**src/rtl/break_select_engine_pkg.sv**
```systemverilog
// Shared types and helpers for the WalkSAT break-count / literal-selection engine.
package break_select_pkg;

  typedef enum logic [1:0] {
    COLLECT = 2'd0,
    SELECT  = 2'd1,
    HOLD    = 2'd2
  } state_t;

  localparam logic [1:0] KIND_FREEBIE = 2'd0;
  localparam logic [1:0] KIND_GREEDY  = 2'd1;
  localparam logic [1:0] KIND_RANDOM  = 2'd2;
  localparam logic [1:0] KIND_NONE    = 2'd3;

  localparam logic [31:0] P_DEFAULT = 32'h6E14_7AE0;

  // Literal-index width; a 1-literal-wide index still needs one bit.
  function automatic int calc_nb(input int nsat);
    int w;
    w = $clog2(nsat);
    return (w < 1) ? 1 : w;
  endfunction

  // Break-value width, wide enough to hold MC without saturating.
  function automatic int calc_mcb(input int mc);
    return $clog2(mc + 1);
  endfunction

endpackage

```
**src/rtl/break_select_engine_if.sv**
```systemverilog
// Literal-beat input stream and selection-result output stream of the engine.
interface break_select_engine_if #(
  parameter int MC  = 20,
  parameter int NB  = 2,
  parameter int MCB = 5
);
  logic           lit_valid_i;
  logic           lit_ready_o;
  logic           lit_last_i;
  logic           lit_en_i;
  logic [MC-1:0]  clause_broken_i;
  logic [MC-1:0]  mask_bits_i;
  logic [31:0]    rnd_i;
  logic           sel_valid_o;
  logic           sel_ready_i;
  logic [NB-1:0]  select_o;
  logic [MCB-1:0] break_value_o;
  logic [MC-1:0]  clause_broken_bits_o;
  logic [1:0]     sel_kind_o;

  modport master (
    output lit_valid_i, lit_last_i, lit_en_i, clause_broken_i, mask_bits_i, rnd_i, sel_ready_i,
    input  lit_ready_o, sel_valid_o, select_o, break_value_o, clause_broken_bits_o, sel_kind_o
  );

  modport slave (
    input  lit_valid_i, lit_last_i, lit_en_i, clause_broken_i, mask_bits_i, rnd_i, sel_ready_i,
    output lit_ready_o, sel_valid_o, select_o, break_value_o, clause_broken_bits_o, sel_kind_o
  );
endinterface

```
**src/rtl/break_select_engine_popcount.sv**
```systemverilog
// Masked popcount: break value of one literal beat plus its masked broken bits.
module bv_popcount #(
  parameter int MC  = 20,
  parameter int MCB = 5
) (
  input  logic [MC-1:0]  broken,
  input  logic [MC-1:0]  mask,
  output logic [MC-1:0]  masked,
  output logic [MCB-1:0] count
);

  // Count the broken bits that fall on occupied clause positions.
  always_comb begin
    masked = broken & mask;
    count  = '0;
    for (int i = 0; i < MC; i++) begin
      count = count + MCB'(masked[i]);
    end
  end

endmodule

```
**src/rtl/break_select_engine.sv**
```systemverilog
// WalkSAT break-count and literal-selection engine.
// Collects up to NSAT literal beats, then picks a freebie / random / greedy literal.
// Optional feature macro: BREAK_SELECT_STATS_EN adds per-kind selection counters.
module break_select_engine
  import break_select_pkg::*;
#(
  parameter int          NSAT = 3,
  parameter int          MC   = 20,
  parameter int          MCB  = calc_mcb(MC),
  parameter int          NB   = calc_nb(NSAT),
  parameter logic [31:0] P    = P_DEFAULT
) (
  input logic clk,
  input logic reset_n,
  break_select_engine_if.slave bus
`ifdef BREAK_SELECT_STATS_EN
  ,
  output logic [31:0] stat_freebie_o,
  output logic [31:0] stat_greedy_o,
  output logic [31:0] stat_random_o
`endif
);

  state_t          state, state_next;
  logic [NB-1:0]   idx;
  logic [MCB-1:0]  slot_bv   [NSAT];
  logic [MC-1:0]   slot_bits [NSAT];
  logic [NSAT-1:0] slot_en, slot_filled, slot_valid;

  logic [MC-1:0]   beat_bits;
  logic [MCB-1:0]  beat_bv;
  logic            lit_ready, accept, close_clause, hand_off;

  logic [NB-1:0]   pick_idx;
  logic [1:0]      pick_kind;
  logic [MCB-1:0]  pick_bv, best_bv;
  logic [MC-1:0]   pick_bits;
  logic            found;
  int              rnd_start;

  logic [NB-1:0]   select_r;
  logic [MCB-1:0]  bv_r;
  logic [MC-1:0]   bits_r;
  logic [1:0]      kind_r;

  bv_popcount #(.MC(MC), .MCB(MCB)) u_popcount (
    .broken (bus.clause_broken_i),
    .mask   (bus.mask_bits_i),
    .masked (beat_bits),
    .count  (beat_bv)
  );

  assign lit_ready    = (state == COLLECT);
  assign accept       = bus.lit_valid_i & lit_ready;
  assign close_clause = accept & (bus.lit_last_i | (idx == NB'(NSAT - 1)));
  assign hand_off     = (state == HOLD) & bus.sel_ready_i;
  assign slot_valid   = slot_filled & slot_en;
  assign rnd_start    = int'(bus.rnd_i[NB-1:0]) % NSAT;

  assign bus.lit_ready_o          = lit_ready;
  assign bus.sel_valid_o          = (state == HOLD);
  assign bus.select_o             = select_r;
  assign bus.break_value_o        = bv_r;
  assign bus.clause_broken_bits_o = bits_r;
  assign bus.sel_kind_o           = kind_r;

  // State register.
  always_ff @(posedge clk or negedge reset_n) begin
    if (!reset_n) state <= COLLECT;
    else          state <= state_next;
  end

  // Next state: collect until the clause closes, one select cycle, hold until taken.
  always_comb begin
    state_next = state;
    case (state)
      COLLECT: if (close_clause) state_next = SELECT;
      SELECT:  state_next = HOLD;
      HOLD:    if (hand_off) state_next = COLLECT;
      default: state_next = COLLECT;
    endcase
  end

  // Slot storage: one entry per accepted beat, wiped when the result is handed off.
  always_ff @(posedge clk or negedge reset_n) begin
    if (!reset_n) begin
      idx         <= '0;
      slot_en     <= '0;
      slot_filled <= '0;
      for (int i = 0; i < NSAT; i++) begin
        slot_bv[i]   <= '0;
        slot_bits[i] <= '0;
      end
    end else if (hand_off) begin
      idx         <= '0;
      slot_en     <= '0;
      slot_filled <= '0;
      for (int i = 0; i < NSAT; i++) begin
        slot_bv[i]   <= '0;
        slot_bits[i] <= '0;
      end
    end else if (accept) begin
      slot_bv[idx]     <= beat_bv;
      slot_bits[idx]   <= beat_bits;
      slot_en[idx]     <= bus.lit_en_i;
      slot_filled[idx] <= 1'b1;
      idx              <= idx + 1'b1;
    end
  end

  // Selection: freebie first, then noise-driven random walk, else minimum break value.
  always_comb begin
    pick_idx  = '0;
    pick_kind = KIND_NONE;
    found     = 1'b0;
    best_bv   = '1;
    if (slot_valid != '0) begin
      for (int i = 0; i < NSAT; i++) begin
        if (!found && slot_valid[i] && (slot_bv[i] == '0)) begin
          found    = 1'b1;
          pick_idx = NB'(i);
        end
      end
      if (found) begin
        pick_kind = KIND_FREEBIE;
      end else if (bus.rnd_i < P) begin
        pick_kind = KIND_RANDOM;
        for (int k = 0; k < NSAT; k++) begin
          if (!found && slot_valid[(rnd_start + k) % NSAT]) begin
            found    = 1'b1;
            pick_idx = NB'((rnd_start + k) % NSAT);
          end
        end
      end else begin
        pick_kind = KIND_GREEDY;
        for (int i = 0; i < NSAT; i++) begin
          if (slot_valid[i] && (!found || (slot_bv[i] < best_bv))) begin
            found    = 1'b1;
            best_bv  = slot_bv[i];
            pick_idx = NB'(i);
          end
        end
      end
    end
    pick_bv   = (pick_kind == KIND_NONE) ? '0 : slot_bv[pick_idx];
    pick_bits = (pick_kind == KIND_NONE) ? '0 : slot_bits[pick_idx];
  end

  // Result register: captured in SELECT, held through HOLD, cleared after hand-off.
  always_ff @(posedge clk or negedge reset_n) begin
    if (!reset_n) begin
      select_r <= '0;
      bv_r     <= '0;
      bits_r   <= '0;
      kind_r   <= '0;
    end else if (state == SELECT) begin
      select_r <= pick_idx;
      bv_r     <= pick_bv;
      bits_r   <= pick_bits;
      kind_r   <= pick_kind;
    end else if (hand_off) begin
      select_r <= '0;
      bv_r     <= '0;
      bits_r   <= '0;
      kind_r   <= '0;
    end
  end

`ifdef BREAK_SELECT_STATS_EN
  // Per-kind counters bumped when a result is handed off; none-valid is not counted.
  always_ff @(posedge clk or negedge reset_n) begin
    if (!reset_n) begin
      stat_freebie_o <= '0;
      stat_greedy_o  <= '0;
      stat_random_o  <= '0;
    end else if (hand_off) begin
      if (kind_r == KIND_FREEBIE) stat_freebie_o <= stat_freebie_o + 32'd1;
      if (kind_r == KIND_GREEDY)  stat_greedy_o  <= stat_greedy_o + 32'd1;
      if (kind_r == KIND_RANDOM)  stat_random_o  <= stat_random_o + 32'd1;
    end
  end
`endif

endmodule

```
**src/flat_wrapper.sv**
```systemverilog
// flat-port wrapper written by rule: the top's interface ports become plain ports
module break_select_engine_flat import break_select_pkg::*;
#(
  parameter int          NSAT = 3,
  parameter int          MC   = 20,
  parameter int          MCB  = calc_mcb(MC),
  parameter int          NB   = calc_nb(NSAT),
  parameter logic [31:0] P    = P_DEFAULT
)
  (clk, reset_n, bus_lit_valid_i, bus_lit_last_i, bus_lit_en_i, bus_clause_broken_i, bus_mask_bits_i, bus_rnd_i, bus_sel_ready_i, bus_lit_ready_o, bus_sel_valid_o, bus_select_o, bus_break_value_o, bus_clause_broken_bits_o, bus_sel_kind_o);
  break_select_engine_if #(.MC(MC), .NB(NB), .MCB(MCB)) bus_i ();
  input logic clk;
  input logic reset_n;
  input wire logic [$bits(bus_i.lit_valid_i)-1:0] bus_lit_valid_i;
  input wire logic [$bits(bus_i.lit_last_i)-1:0] bus_lit_last_i;
  input wire logic [$bits(bus_i.lit_en_i)-1:0] bus_lit_en_i;
  input wire logic [$bits(bus_i.clause_broken_i)-1:0] bus_clause_broken_i;
  input wire logic [$bits(bus_i.mask_bits_i)-1:0] bus_mask_bits_i;
  input wire logic [$bits(bus_i.rnd_i)-1:0] bus_rnd_i;
  input wire logic [$bits(bus_i.sel_ready_i)-1:0] bus_sel_ready_i;
  output wire logic [$bits(bus_i.lit_ready_o)-1:0] bus_lit_ready_o;
  output wire logic [$bits(bus_i.sel_valid_o)-1:0] bus_sel_valid_o;
  output wire logic [$bits(bus_i.select_o)-1:0] bus_select_o;
  output wire logic [$bits(bus_i.break_value_o)-1:0] bus_break_value_o;
  output wire logic [$bits(bus_i.clause_broken_bits_o)-1:0] bus_clause_broken_bits_o;
  output wire logic [$bits(bus_i.sel_kind_o)-1:0] bus_sel_kind_o;
  assign bus_i.lit_valid_i = bus_lit_valid_i;
  assign bus_i.lit_last_i = bus_lit_last_i;
  assign bus_i.lit_en_i = bus_lit_en_i;
  assign bus_i.clause_broken_i = bus_clause_broken_i;
  assign bus_i.mask_bits_i = bus_mask_bits_i;
  assign bus_i.rnd_i = bus_rnd_i;
  assign bus_i.sel_ready_i = bus_sel_ready_i;
  assign bus_lit_ready_o = bus_i.lit_ready_o;
  assign bus_sel_valid_o = bus_i.sel_valid_o;
  assign bus_select_o = bus_i.select_o;
  assign bus_break_value_o = bus_i.break_value_o;
  assign bus_clause_broken_bits_o = bus_i.clause_broken_bits_o;
  assign bus_sel_kind_o = bus_i.sel_kind_o;
  break_select_engine #(.NSAT(NSAT), .MC(MC), .MCB(MCB), .NB(NB), .P(P)) u_core (.clk(clk), .reset_n(reset_n), .bus(bus_i));
endmodule
```
**config.mk**
```make
export PLATFORM = sky130hd
export DESIGN_NAME = break_select_engine_flat
export DESIGN_NICKNAME = d
export VERILOG_FILES = /design/src/rtl/break_select_engine_pkg.sv /design/src/rtl/break_select_engine_if.sv /design/src/rtl/break_select_engine_popcount.sv /design/src/rtl/break_select_engine.sv /design/src/flat_wrapper.sv
export SDC_FILE = /design/constraint.sdc
export NUM_CORES = 1
export LEC_CHECK = 0
export CORE_ASPECT_RATIO = 0.6
export CORE_MARGIN = 2
export CORE_UTILIZATION = 54
export DETAILED_ROUTE_END_ITERATION = 10
export HOLD_SLACK_MARGIN = 0.15
export PLACE_DENSITY = 0.81
export SLEW_MARGIN = 20
export SYNTH_ARGS = -nofsm -noshare
export SYNTH_HDL_FRONTEND = slang
export SYNTH_SLANG_ARGS = --single-unit
```
**constraint.sdc**
```tcl
create_clock -name clk -period 5.6 [get_ports clk]
set_input_delay 0.56 -clock clk [delete_from_list [all_inputs] [get_ports clk]]
set_output_delay 0.56 -clock clk [all_outputs]
set_load 0.02 [all_outputs]
```
==> results_tabular.tex <==
\begin{tabular}{lr}
\hline
Metric & Value \\
\hline
\multicolumn{2}{l}{\textbf{Status}} \\
\quad Result of the run & complete, no violations \\
\multicolumn{2}{l}{\textbf{Pwr}} \\
\quad Static leakage & approximately 0.0037 uW \\
\quad Max IR drop VDD & around 0.3 mV \\
\quad Power density of the placed cells & approximately 580 nW/um\^{}2 \\
\quad Design Power & roughly 4800 uW \\
\multicolumn{2}{l}{\textbf{Synthesis}} \\
\quad Post-Synthesis Cell Area & roughly 6400 sq um \\
\quad YS warnings & 0 \\
\quad Adder and majority cell fraction of the synthesized area & just over 8\% \\
\quad Portion of synthesized cell area occupied by the leading cell type & around 44\% \\
\quad Simple-gate portion of the synthesized area & around 22\% \\
\quad Mapped Cells & between 700 and 800 \\
\quad Largest family of logic cells by synthesized area & simple AND/OR/NAND/NOR gates \\
\quad Fraction of synthesis flops using an asynchronous set or reset pin & 100\% \\
\quad Share of the synthesized area in compound gates (AO/OA/AOI/OAI) & between 10\% and 20\% \\
\quad Top FF cell, synth & dfrtp\_1 \\
\quad Xor and xnor area share after synthesis & less than 1\% \\
\quad Number of synthesized register bits & around 110 \\
\quad Distinct cell type count after synthesis & 57 \\
\quad Cell accounting for the most synthesized area & dfrtp\_1 \\
\quad Share of the yosys chip area belonging to registers & between 40 and 50\% \\
\quad Syn nets & between 800 and 900 \\
\quad Fraction of synthesized area in multiplexers & less than 1\% \\
\quad Cell types occupying the most area after synthesis & dfrtp\_1 44\%, nand2\_1 9.5\%, a21oi\_1 6.1\%, fa\_1 4.4\%, ha\_1 3.9\% \\
\quad EDFF count, synth & 0 \\
\quad Mean instance size in the synthesized netlist & 9.10 sq um \\
\multicolumn{2}{l}{\textbf{Critical path}} \\
\quad Element type at the critical path end & flop \\
\quad Startpoint class of the critical path & flop \\
\quad Crit Path Class & reg -> reg \\
\quad WP data required & 5.90 ns \\
\quad Number of cell instances on the worst register-to-register path & 19 \\
\quad CP arrival & roughly 5.6 ns \\
\quad Maximum net fanout on the critical path & 25 \\
\multicolumn{2}{l}{\textbf{Timing}} \\
\quad Actual transition at the worst max-transition pin & 1.09 ns \\
\quad Final worst path period share & between 90\% and 100\% \\
\quad Setup repair after global routing missed its margin & no \\
\quad Final min period & 5.25 ns \\
\quad Hold violation total from the final report & 0 \\
\quad Worst max-slew margin expressed relative to the limit & 27.1\% \\
\quad WHS & 0.251 ns \\
\quad Achievable Freq & around 0.19 GHz \\
\quad Setup\_tns & 0 ns \\
\quad Final Max Slew Viols & 0 \\
\quad Final setup violation count & 0 \\
\quad Final clock skew & slightly below 0.007 ns \\
\multicolumn{2}{l}{\textbf{Cells and area}} \\
\quad Area overhead of the layout relative to synthesis & 29.7\% \\
\quad Number of non-filler instances in the completed layout & just under 1000 \\
\quad Final antenna diode count & 0 \\
\quad Proportion of layout cells with a drive suffix above 1 & 8.74\% \\
\quad Post-layout net count & approximately 910 \\
\multicolumn{2}{l}{\textbf{Global routing}} \\
\quad First-pass GRT wire length & between 30 and 40 mm \\
\quad Number of antenna violations at the first check in global routing & 0 \\
\quad Number of global-route vias before repair & $\sim$6000 \\
\quad GRT Util Overall & roughly a third \\
\quad Gr ovfl total & 0 \\
\quad Pin count of the biggest net entering global routing & 70 \\
\multicolumn{2}{l}{\textbf{Routing}} \\
\quad Routed WL per cell & 20.3 um \\
\quad Vias per inst & 6.20 \\
\quad Post-route DRC & 0 \\
\quad Overall via count from detail\_route & $\sim$6000 \\
\quad Starting DRT DRC Count & $\sim$540 \\
\quad Total Routed Length & about 20 mm \\
\quad Pre-antenna DRT Iters & 5 \\
\quad Antenna-violating nets left & 0 \\
\multicolumn{2}{l}{\textbf{CTS}} \\
\quad Clock tree buffer depth & 2 \\
\quad Inserted Clock Buffers & 17 \\
\quad Clock-pin slew on the worst setup and hold paths & roughly 0.060 ns \\
\quad Library cell used as clock root buffer & clkbuf\_16 \\
\quad Clock latency of the later-clocked register in the worst-skew pair & 0.42 ns \\
\quad Post-cts repair resize count & 0 \\
\quad Setup Fix Bufs, Post-CTS & 0 \\
\quad Htree depth & 4 \\
\quad Number of hold buffers added after cts & 0 \\
\quad CTS tree & yes \\
\quad Clock tree sinks & around 110 \\
\multicolumn{2}{l}{\textbf{Floorplanning}} \\
\quad Ports placed on the boundary & roughly 110 \\
\quad Floorplan die height & roughly 89 um \\
\quad Die footprint & roughly 13000 sq um \\
\quad Die width & about 140 um \\
\quad Placement Rows & 30 \\
\quad Placeable core region & around 11000 sq um \\
\quad Initial Utilization & a little under three fifths \\
\multicolumn{2}{l}{\textbf{Min path}} \\
\quad Worst min path class & in -> async \\
\multicolumn{2}{l}{\textbf{Flow run}} \\
\quad Maximum capacitance violations & 0 \\
\multicolumn{2}{l}{\textbf{Place}} \\
\quad Cell count after placement & between 900 and 1000 \\
\quad Count of input and output buffers & around 110 \\
\quad GPL Wtd Cong & about 0.9 \\
\quad Final HPWL DP & roughly 13 mm \\
\hline
\end{tabular}
[Yosys cell counts, types with 16 or more instances]
library cell	number
nand2_1	163
nor2_1	39
a221o_1	20
inv_1	19
o21ai_0	16
and2_1	17
clkbuf_1	36
a21oi_1	78
dfrtp_1	114
a32o_1	20
nand2b_1	18
ha_1	20
nand3_1	35
[per-layer routing]
metal  vias up  wire, um  track usage [%]
met2       348      9090             51.3
met3        64      1930             8.14
met5         -         0                0
met4         0       478             13.2
li1       2667         -                -
met1      2947      8270             43.0
[final timing paths]
path	start	end	slack, ns
worst max-delay path	u_core.slot_filled[0]	u_core.bus.clause_broken_bits_o[0]	0.35
worst min-delay path	reset_n	u_core.bus.clause_broken_bits_o[16]	0.25
worst max register to register	u_core.slot_filled[0]	u_core.bus.clause_broken_bits_o[0]	0.35
worst min register to register	u_core.bus.clause_broken_bits_o[7]	u_core.bus.clause_broken_bits_o[7]	0.49
max in group asynchronous	reset_n	u_core.slot_bits[41]	4.15
min in group clk	u_core.bus.clause_broken_bits_o[7]	u_core.bus.clause_broken_bits_o[7]	0.49
[state kept, by name, summed over array words and instances (netlist names)]
| name | cells |
|---|---|
| u_core.slot_en | 3 |
| u_core.slot_bv | 15 |
| u_core.slot_filled | 3 |
| u_core.slot_bits | 60 |
| u_core.bus.break_value_o | 5 |
| u_core.state | 2 |
| u_core.idx | 2 |
| u_core.bus.clause_broken_bits_o | 20 |
| u_core.bus.sel_kind_o | 2 |
| u_core.bus.select_o | 2 |
[critical path, cell delays in order (launching register included)]
cell	delay [ns]
dfrtp_1	0.42
nand2_1	0.28
nor2_1	0.11
ha_1	0.32
nand4b_1	0.11
a21oi_1	0.18
nor2_1	0.10
nor3_2	0.31
nor2_2	0.15
o31ai_1	0.28
ha_1	0.31
a211o_1	0.31
a211oi_2	0.30
o211ai_1	0.16
o41ai_2	0.44
nor4b_4	0.12
a211o_1	0.38
buf_12	0.20
a221o_1	0.38
a32o_1	0.26
[cells by family after synthesis]
logic type      after synthesis
simple gates                307
compound gates              176
xor+xnor                      3
mux                           6
fa+ha+maj                    34
buf+inv                      68
flops                       114
[cells in the final DEF, fill, tap and decap left out, types with 5 or more instances in the layout]
cell,n
nor2_1,37
a32o_1,20
mux2i_1,5
or3_1,5
dfrtp_1,114
ha_1,20
bufinv_16,6
buf_4,15
o21ai_0,16
a21o_1,5
and2_1,16
inv_1,19
nand3_1,35
a221o_1,20
fa_1,14
o31ai_1,5
or2b_1,6
nand2b_1,18
a21oi_1,78
nand2_1,161
clkbuf_16,17
a32oi_1,5
clkdlybuf4s50_1,104
[metrics by stage]
step	setup WS, ns	utilization [%]	area [sq um]
2_1_floorplan	0.639	-	6440
3_3_place_gp	0.211	66.8	7640
3_5_place_dp	0.159	66.8	7640
4_1_cts	0.124	72.8	8340
5_1_grt	0.102	73.0	8350
6_report	0.346	73.0	8350
[report_power, final]
part / total, uW / switching, uW / leakage (uW) / internal (uW)
registers: 1410 / 238 / 0.00153 / 1170
clock network: 1270 / 394 / 0.000333 / 871
logic: 2130 / 1240 / 0.00188 / 899
[layout make-up]
| type | count | area (sq um) |
|---|---|---|
| Clock inverter | 12 | 226 |
| Clock buffer | 20 | 467 |
| Inverter | 19 | 71.3 |
| Sequential cell | 114 | 2850 |
| Timing Repair Buffer | 121 | 1190 |
| Tap cell | 160 | 200 |
| Multi-Input combinational cell | 526 | 3340 |
| Fill cell | 779 | 3090 |
No activity file was read; power rests on OpenSTA's default activity.
